--- src/rtl/prover_chi_expand.sv ---
`default_nettype none
// ============================================================================
// prover_chi_expand: builds chi[b] = prod_i (b_i ? w0_i : 1-w0_i) mod F_Q
// in place from a serial MSB-first stream of (w0, 1-w0) pairs.
// Optional macro CHI_SUM_EN adds a post-expansion sum pass on chi_sum.
// Revision: 1.0
// ============================================================================
module prover_chi_expand #(
    parameter int          NBITS   = 3,
    parameter int          F_NBITS = 16,
    parameter logic [63:0] F_Q     = 64'd65521
) (
    input  logic               clk,
    input  logic               rst,
    input  logic               start,
    input  logic               in_valid,
    input  logic [F_NBITS-1:0] w0,
    input  logic [F_NBITS-1:0] m_w0_p1,
    output logic               in_ack,
    output logic               busy,
    output logic               done,
    input  logic [NBITS-1:0]   rd_addr,
    output logic [F_NBITS-1:0] rd_data
`ifdef CHI_SUM_EN
    ,
    output logic [F_NBITS-1:0] chi_sum
`endif
);

    localparam int DEPTH = 1 << NBITS;
    localparam int CW    = $clog2(NBITS + 1);
    localparam logic [2*F_NBITS-1:0] Q_W = (2*F_NBITS)'(F_Q);

`ifdef CHI_SUM_EN
    localparam logic [F_NBITS:0] Q_S = (F_NBITS+1)'(F_Q);
    typedef enum logic [2:0] {
        S_IDLE    = 3'd0,
        S_WAIT_IN = 3'd1,
        S_EXPAND  = 3'd2,
        S_DONE    = 3'd3,
        S_SUM     = 3'd4
    } state_t;
`else
    typedef enum logic [1:0] {
        S_IDLE    = 2'd0,
        S_WAIT_IN = 2'd1,
        S_EXPAND  = 2'd2,
        S_DONE    = 2'd3
    } state_t;
`endif

    state_t             state_q;
    logic [F_NBITS-1:0] chi_q [DEPTH];
    logic [F_NBITS-1:0] a1_q;
    logic [F_NBITS-1:0] a0_q;
    logic [CW-1:0]      c_q;
    logic [NBITS-1:0]   j_q;
    logic               armed_q;

    logic [F_NBITS-1:0] chi_j;
    logic [NBITS-1:0]   odd_addr;
    logic [NBITS-1:0]   even_addr;
    logic [F_NBITS-1:0] odd_d;
    logic [F_NBITS-1:0] even_d;

    assign chi_j     = chi_q[j_q];
    assign odd_addr  = {j_q[NBITS-2:0], 1'b1};
    assign even_addr = {j_q[NBITS-2:0], 1'b0};
    assign odd_d  = F_NBITS'(({{F_NBITS{1'b0}}, chi_j} * {{F_NBITS{1'b0}}, a1_q}) % Q_W);
    assign even_d = F_NBITS'(({{F_NBITS{1'b0}}, chi_j} * {{F_NBITS{1'b0}}, a0_q}) % Q_W);

`ifdef CHI_SUM_EN
    logic [NBITS-1:0]   sum_idx_q;
    logic [F_NBITS-1:0] acc_q;
    logic [F_NBITS-1:0] acc_d;

    assign acc_d = F_NBITS'(({1'b0, acc_q} + {1'b0, chi_q[sum_idx_q]}) % Q_S);
`endif

    always_ff @(posedge clk or posedge rst) begin
        if (rst) begin
            state_q <= S_IDLE;
            in_ack  <= 1'b0;
            busy    <= 1'b0;
            done    <= 1'b0;
            rd_data <= '0;
            a1_q    <= '0;
            a0_q    <= '0;
            c_q     <= '0;
            j_q     <= '0;
            armed_q <= 1'b1;
            for (int i = 0; i < DEPTH; i++) begin
                chi_q[i] <= '0;
            end
`ifdef CHI_SUM_EN
            sum_idx_q <= '0;
            acc_q     <= '0;
            chi_sum   <= '0;
`endif
        end else begin
            in_ack  <= 1'b0;
            rd_data <= chi_q[rd_addr];
            // A held in_valid must drop before the next pair can be accepted.
            if (!in_valid) begin
                armed_q <= 1'b1;
            end
            case (state_q)
                S_IDLE, S_DONE: begin
                    if (start) begin
                        state_q  <= S_WAIT_IN;
                        c_q      <= '0;
                        chi_q[0] <= F_NBITS'(1);
                        busy     <= 1'b1;
                        done     <= 1'b0;
                    end
                end
                S_WAIT_IN: begin
                    if (in_valid && armed_q) begin
                        a1_q    <= w0;
                        a0_q    <= m_w0_p1;
                        in_ack  <= 1'b1;
                        armed_q <= 1'b0;
                        j_q     <= (NBITS'(1) << c_q) - NBITS'(1);
                        state_q <= S_EXPAND;
                    end
                end
                S_EXPAND: begin
                    // Descending j keeps chi[j] unread-after-write within the pass.
                    chi_q[odd_addr]  <= odd_d;
                    chi_q[even_addr] <= even_d;
                    if (j_q == '0) begin
                        c_q <= c_q + CW'(1);
                        if (c_q == CW'(NBITS - 1)) begin
                            busy <= 1'b0;
`ifdef CHI_SUM_EN
                            state_q   <= S_SUM;
                            sum_idx_q <= '0;
                            acc_q     <= '0;
`else
                            state_q <= S_DONE;
                            done    <= 1'b1;
`endif
                        end else begin
                            state_q <= S_WAIT_IN;
                        end
                    end else begin
                        j_q <= j_q - NBITS'(1);
                    end
                end
`ifdef CHI_SUM_EN
                S_SUM: begin
                    acc_q     <= acc_d;
                    sum_idx_q <= sum_idx_q + NBITS'(1);
                    if (sum_idx_q == {NBITS{1'b1}}) begin
                        chi_sum <= acc_d;
                        done    <= 1'b1;
                        state_q <= S_DONE;
                    end
                end
`endif
                default: state_q <= S_IDLE;
            endcase
        end
    end

endmodule
`default_nettype wire

--- config.mk ---
export PLATFORM = sky130hd
export DESIGN_NAME = prover_chi_expand
export DESIGN_NICKNAME = d
export VERILOG_FILES = /design/src/rtl/prover_chi_expand.sv
export SDC_FILE = /design/constraint.sdc
export NUM_CORES = 2
export LEC_CHECK = 0
export ABC_AREA = 1
export CAP_MARGIN = 20
export CORE_MARGIN = 2
export CORE_UTILIZATION = 60
export CTS_CLUSTER_DIAMETER = 100
export CTS_CLUSTER_SIZE = 10
export DETAILED_ROUTE_END_ITERATION = 6
export HOLD_SLACK_MARGIN = 0.08
export PLACE_DENSITY = 0.75
export SKIP_LAST_GASP = 1
export SYNTH_ARGS = -nofsm -noshare
export SYNTH_HDL_FRONTEND = slang
export SYNTH_SLANG_ARGS = --single-unit
--- constraint.sdc ---
create_clock -name clk -period 26.4 [get_ports clk]
set_input_delay 3.96 -clock clk [delete_from_list [all_inputs] [get_ports clk]]
set_output_delay 3.96 -clock clk [all_outputs]
set_load 0.02 [all_outputs]
### Yosys cells after proc, flatten, opt, wreduce, memory -nomap -nowiden

Cells that the tools add are included.

* register bits after elaboration: 187
* input port bits: 39
* output and inout port bits: 19
* word-level logic and storage cells: 97

* add/sub/neg operators: 3
* multipliers: 2
* divide/modulo/power cells: 2
* order comparisons: 6
* equality and inequality tests: 9
* shifts and indexed selects: 1
* multiplexer cells: 38
* bitwise operators: 4
* reductions and logical operators: 14

Operators by type and width (number)
* $bwmux 128: 2
* $mux 16: 7
* $bmux 16 s3: 2
* $demux 16 s3: 2
* $mod 32x16->32 const B: 2
* $mul 16x16->32: 2
* $pmux 16 s2: 1
* $ge 4x4->1 const B: 4
* $not 3->4: 4
* $mux 2: 6
* $mux 1: 11
* $ne 2x2->1 const B: 5
* $reduce_and 3->1: 3
* $lt 4x1->1 const B: 2
* $eq 2x2->1 const B: 3
* $mux 3: 2
* $pmux 2 s3: 1
* $pmux 3 s2: 1
* $pmux 1 s2: 2
* $pmux 2 s2: 1
* $reduce_and 2->1: 2
* $reduce_and 4->1: 1
* $reduce_bool 2->1: 2
* $logic_and 1x1->1: 3
* other kinds (8): 8

### Longest topological paths before layout

* word-level depth: 9
* depth in mapped cells: 175
* depth with buffers taken out: 162

### Least setup slack after synthesis

No wires, ideal clock.

* path type: reg-to-reg
* start: reg j_q[0]
* end: reg chi_q[80] (netlist bit)
* setup time: 117 ps
* data arrival time: 19283 ps
* data required time: 26283 ps
* path slack: 6999 ps
* stages on the path, launching flop included: 149
* buffers on the path: 18
* period minus slack after synthesis: 19401 ps
* path through: dfrtp_1 clkbuf_1 clkbuf_1 clkbuf_1 o21ai_0 o211ai_1 nand2_1 inv_1 clkbuf_1 nand2_1 fa_1 inv_1 fa_1 fa_1 fa_1 fa_1 inv_1 fa_1 (+113 left out) nand2_2 nand4_2 buf_6 nand3_4 buf_6 nand2_1 nand2_2 ha_1 nand2_1 nor2_2 a21oi_2 nand2_2 nand2_4 buf_8 nand2_4 nand3_1 o21ai_1 inv_1

* longest elaborated chain between the ends: 8
* elaborated cells between the ends (all ways): 22
* those cells by class: 2 x mul; 2 x div; 4 x order compare; 9 x mux; 3 x bitwise; 2 x reduce/logical

Ends and longest elaborated chain
* start: declaration: RTL line 57 `logic [NBITS-1:0] j_q;`
* start signal: assignment: RTL line 123 `j_q <= (NBITS'(1) << c_q) - NBITS'(1);`
* start signal: assignment: RTL line 147 `j_q <= j_q - NBITS'(1);`
* $not 3->4 (not written as such): RTL line 66 `assign chi_j = chi_q[j_q];`
* $bmux 16 s3: RTL line 66
* $mux 16 (not written as such) (2 in a row): RTL line 66
* $mul 16x16->32: RTL line 69 `assign odd_d = F_NBITS'(({{F_NBITS{1'b0}}, chi_j} * {{F_NBITS{1'b0}}, a1_q}) % Q_W);`
* $mod 32x16->32: RTL line 69
* $bwmux 128: RTL line 129 `chi_q[odd_addr] <= odd_d;`
* $bwmux 128 (*): RTL line 130 `chi_q[even_addr] <= even_d;`
* end signal: indexed assignment: RTL line 130
* end: declaration: RTL line 53 `logic [F_NBITS-1:0] chi_q [DEPTH];`

Mark *: on every way between the ends. The rest lies on a longest branch, timed or not. The select of a mux whose other input is x is not followed.
A chain may end at the register's enable or synchronous reset.

### Worst setup path in the final report

* start: reg j_q[0]
* end: reg chi_q[109] (netlist bit)

Same word-level chain as after synthesis.

==> reports/results.md <==
| Result | Value | Unit |
|:---|:---|:---|
| Element type at the critical path end | flip-flop | - |
| Layout cells sized above 1 | 14.2 | % |
| Final wirelength | 148 | mm |
| Tightest slew margin relative to the limit | 37.6 | % |
| Global-route wire length before repair | 247 | mm |
| Final critical delay including setup and external delays | 24.30 | ns |
| DRC violations left | 0 | - |
| Post-DP HPWL | 121 | mm |
| Most repeated library cell on the critical path | sky130_fd_sc_hd__nand2_2 | - |
| Max stage delay cell, worst path | sky130_fd_sc_hd__dfrtp_4 | - |
| R2R depth | 147 | - |
| Area added between synthesis and finish | 2.84 | % |
| Post-Synthesis Cells | 8236 | - |
| Buffer levels on the longest clock path | 2 | - |
| Area of the die | 88200 | um2 |
| Final setup TNS | 0 | ns |
| Initial cell density of the core | 60.5 | % |
| Number of nets with antenna violations after detailed routing | 0 | - |
| CP Capture Point | chi_q[109] | - |
| Warnings from Yosys | 0 | - |
| Vias in the first global route | 49100 | - |
| Max-slew violation count | 0 | - |
| Sort of element at the start of the critical path | flip-flop | - |
| Worst reg2reg setup slack | 2.10 | ns |
| Cell variety after synth | 75 | - |
| Startpoint of the worst setup timing path | j_q[0] | - |
| Per-cell routed wire length | 15.9 | um |
| Mean area per synthesized cell | 6.25 | um2 |
| Cts bufs inserted | 17 | - |
| Transition at the pin with the smallest max-transition slack | 0.936 | ns |
| Io pins | 58 | - |
| Insertion delay to the later sink of the worst-skew pair | 0.51 | ns |
| Worst-path clk slew | 0.07 | ns |
| TritonCTS clock tree | yes | - |
| Weighted congestion at the end of routability-driven global placement | 0.982 | - |
| TritonCTS Sinks | 187 | - |
| Worst min-delay path class | flip-flop to flip-flop | - |
| Number of placement rows | 107 | - |
| Count of flip-flops with a built-in enable after synthesis | 0 | - |
| Post-Synthesis Cell Area | 51500 | um2 |
| Maximum number of pins on one net before global-route repair | 119 | - |
| Die Height | 297 | um |
| Share of the clock period used by the worst path after layout | 92.1 | % |
| Worst Path Required | 26.79 | ns |
| Most used flip-flop cell after synthesis | sky130_fd_sc_hd__dfrtp_1 | - |
| Clock tree root driver cell | sky130_fd_sc_hd__clkbuf_16 | - |
| Max_cap viols | 0 | - |
| Sequential-to-total area share from yosys stat | 9.09 | % |
| Max Freq | 41.2 | MHz |
| Unrepaired setup endpoints after global routing | false | - |
| Detailed-router iteration count before antenna repair | 6 | - |
| Drt initial violations | 3992 | - |
| Number of buffer cells added on primary ports | 57 | - |
| Data arrival at the endpoint of the critical path | 24.69 | ns |
| Highest fanout seen on the critical path | 45 | - |
| Routed via count divided by cell count | 5.48 | - |
| Post-CTS Hold Fix Bufs | 0 | - |
| Start of the worst register-to-register path | j_q[0] | - |
| Net count after synthesis | 8891 | - |
| Total global-route track usage | 33.7 | % |
| Width of the die | 297 | um |
| Critical path class | flip-flop to flip-flop | - |
| Longest individual stage delay on the worst path | 0.60 | ns |
| Final nets | 8803 | - |
| Number of setup violations in the final report | 0 | - |
| Antenna violations before repair | 5 | - |
| Via count of the routed design | 51000 | - |
| Status | finished, final reports clean | - |
| Area of the core | 85100 | um2 |
| Clk_skew | 0.0210 | ns |
| Post-synthesis register bit count | 187 | - |
| GRT Residual Overflow | 0 | - |
| Async S/R FF share, synth | 100 | % |
| Number of endpoints with negative hold slack in the final report | 0 | - |
| H-tree depth | 4 | - |
| Critical register-to-register path endpoint | chi_q[109] | - |
==> critical path, delay by kind of cell (launching register included) <==
kind            cells  cell delay (ns)
simple gates      120            16.98
fa+ha+maj           9             3.93
buf+inv            14             1.65
compound gates      4             0.80
flops               1             0.60
==> synthesized netlist by cell type, types with 6 or more instances <==
cell type	instances	share of area, %
sky130_fd_sc_hd__inv_1	1330	9.7
sky130_fd_sc_hd__o211ai_1	89	1.3
sky130_fd_sc_hd__nand2_1	2321	17
sky130_fd_sc_hd__nand3_4	10	0.34
sky130_fd_sc_hd__clkbuf_8	26	0.69
sky130_fd_sc_hd__clkinv_1	31	0.23
sky130_fd_sc_hd__nor2_4	55	1.2
sky130_fd_sc_hd__a21oi_2	11	0.19
sky130_fd_sc_hd__xnor2_1	26	0.44
sky130_fd_sc_hd__or2_2	6	0.073
sky130_fd_sc_hd__clkbuf_1	120	0.87
sky130_fd_sc_hd__inv_2	55	0.40
sky130_fd_sc_hd__o21ai_2	24	0.41
sky130_fd_sc_hd__a31oi_1	17	0.21
sky130_fd_sc_hd__nand3_2	96	1.9
sky130_fd_sc_hd__fa_1	388	15
sky130_fd_sc_hd__ha_1	228	5.5
sky130_fd_sc_hd__nand3_1	627	6.1
sky130_fd_sc_hd__nor3_1	44	0.43
sky130_fd_sc_hd__nand2_4	159	3.5
sky130_fd_sc_hd__buf_12	7	0.27
sky130_fd_sc_hd__a21oi_1	203	2.0
sky130_fd_sc_hd__nor2_1	883	6.4
sky130_fd_sc_hd__nand3b_1	35	0.51
sky130_fd_sc_hd__nand2_2	469	5.7
sky130_fd_sc_hd__o21ai_1	58	0.56
sky130_fd_sc_hd__buf_4	9	0.13
sky130_fd_sc_hd__xor2_1	105	1.8
sky130_fd_sc_hd__buf_6	33	0.72
sky130_fd_sc_hd__nor2_2	123	1.5
sky130_fd_sc_hd__and2_1	14	0.17
sky130_fd_sc_hd__buf_1	6	0.044
sky130_fd_sc_hd__buf_8	11	0.32
sky130_fd_sc_hd__nand4_1	99	1.2
sky130_fd_sc_hd__dfrtp_1	186	9.0
sky130_fd_sc_hd__o21ai_0	243	2.4
==> registers in the layout (all words and copies together) (netlist names) <==
name,flops
chi_q,128
a0_q,16
a1_q,16
rd_data,16
j_q,3
c_q,2
state_q,2
armed_q,1
busy,1
done,1
in_ack,1
==> cells in the final DEF (no fill, tap or decap), types with 6 or more instances in the layout <==
cell | synthesis | layout
sky130_fd_sc_hd__and2_1 | 14 | 14
sky130_fd_sc_hd__clkinv_1 | 31 | 29
sky130_fd_sc_hd__nand3_4 | 10 | 12
sky130_fd_sc_hd__o21ai_1 | 58 | 58
sky130_fd_sc_hd__a21oi_2 | 11 | 11
sky130_fd_sc_hd__xor2_1 | 105 | 105
sky130_fd_sc_hd__o21ai_2 | 24 | 24
sky130_fd_sc_hd__nand3_1 | 627 | 627
sky130_fd_sc_hd__ha_1 | 228 | 228
sky130_fd_sc_hd__or2_2 | 6 | 6
sky130_fd_sc_hd__inv_1 | 1330 | 1321
sky130_fd_sc_hd__a21oi_1 | 203 | 203
sky130_fd_sc_hd__nor2_4 | 55 | 55
sky130_fd_sc_hd__nand2_1 | 2321 | 2319
sky130_fd_sc_hd__nand3_2 | 96 | 95
sky130_fd_sc_hd__clkbuf_16 | 0 | 17
sky130_fd_sc_hd__o21ai_0 | 243 | 243
sky130_fd_sc_hd__nor2_2 | 123 | 123
sky130_fd_sc_hd__fa_1 | 388 | 388
sky130_fd_sc_hd__nand4_1 | 99 | 99
sky130_fd_sc_hd__nor2_1 | 883 | 883
sky130_fd_sc_hd__o211ai_1 | 89 | 89
sky130_fd_sc_hd__xnor2_1 | 26 | 26
sky130_fd_sc_hd__nand3b_1 | 35 | 35
sky130_fd_sc_hd__buf_4 | 9 | 53
sky130_fd_sc_hd__nand2_2 | 469 | 470
sky130_fd_sc_hd__inv_2 | 55 | 56
sky130_fd_sc_hd__a31oi_1 | 17 | 17
sky130_fd_sc_hd__nor3_1 | 44 | 44
sky130_fd_sc_hd__clkdlybuf4s50_1 | 0 | 56
sky130_fd_sc_hd__nand2_4 | 159 | 159
sky130_fd_sc_hd__nand2_8 | 5 | 6
sky130_fd_sc_hd__clkinvlp_4 | 0 | 9
sky130_fd_sc_hd__dfrtp_1 | 186 | 184
==> how the worst min path moves through the flow <==
stage | start | end | slack (ns) | depth (start not counted)
3_5_place_dp | chi_q[71] | chi_q[71] | 0.47 | 2
3_3_place_gp | chi_q[105] | chi_q[105] | 0.46 | 2
6_report | chi_q[71] | chi_q[71] | 0.49 | 2
4_1_cts | chi_q[45] | chi_q[45] | 0.49 | 2
5_1_grt | chi_q[42] | chi_q[42] | 0.52 | 2
2_1_floorplan | chi_q[106] | chi_q[106] | 0.45 | 2
==> kinds of logic (layout without fill, tap and decap cells) <==
family / after synthesis / after routing / share of synthesized area (%)
compound gates: 674 / 674 / 7.52
xor+xnor: 132 / 132 / 2.28
fa+ha+maj: 616 / 616 / 20.6
buf+inv: 1649 / 1573 / 13.7
flops: 187 / 187 / 9.09
mux: 1 / 1 / 0.0194
other cells: 0 / 4 / 0
simple gates: 4977 / 4978 / 46.8
==> metrics by stage <==
stage | cell area, um2 | utilization [%] | setup WS [ns] | std cells | hold slack, ns
2_1_floorplan | 51500 | - | 7.00 | 8236 | 0.449
3_3_place_gp | 52100 | 61.2 | 1.44 | 9253 | 0.463
3_5_place_dp | 52100 | 61.2 | 1.19 | 9254 | 0.466
4_1_cts | 52700 | 61.9 | 1.13 | 9286 | 0.489
5_1_grt | 53000 | 62.2 | 0.0175 | 9305 | 0.520
6_report | 53000 | 62.2 | 2.10 | 9309 | 0.487
==> final cells by class <==
class / count / area [um2]
timing repair inverter: 2 / 10.0
inverter: 1425 / 5410
fill: 8468 / 32200
clock inverter: 10 / 131
sequential: 187 / 4690
antenna: 4 / 10.0
tap: 1144 / 1430
clock buffer: 22 / 444
multi-input combinational: 6401 / 39800
timing repair buffer: 114 / 1030
==> what timing repair did <==
item	CTS	global route
setup buffers	0	16
gates resized for setup	0	21
setup endpoints to repair	0	128
==> routing by layer <==
metal  vias to the layer above  global-route usage, %  routed length, um
met5                         -                      0                 64
met4                        10                   12.6               5830
met3                       364                   4.54              10400
met2                      1725                   56.4              69200
met1                     23700                   44.2              63000
li1                      25200                      -                  -
Power is not shown: default switching activity piles up to over one toggle a cycle in this logic, so the estimate is an artifact.
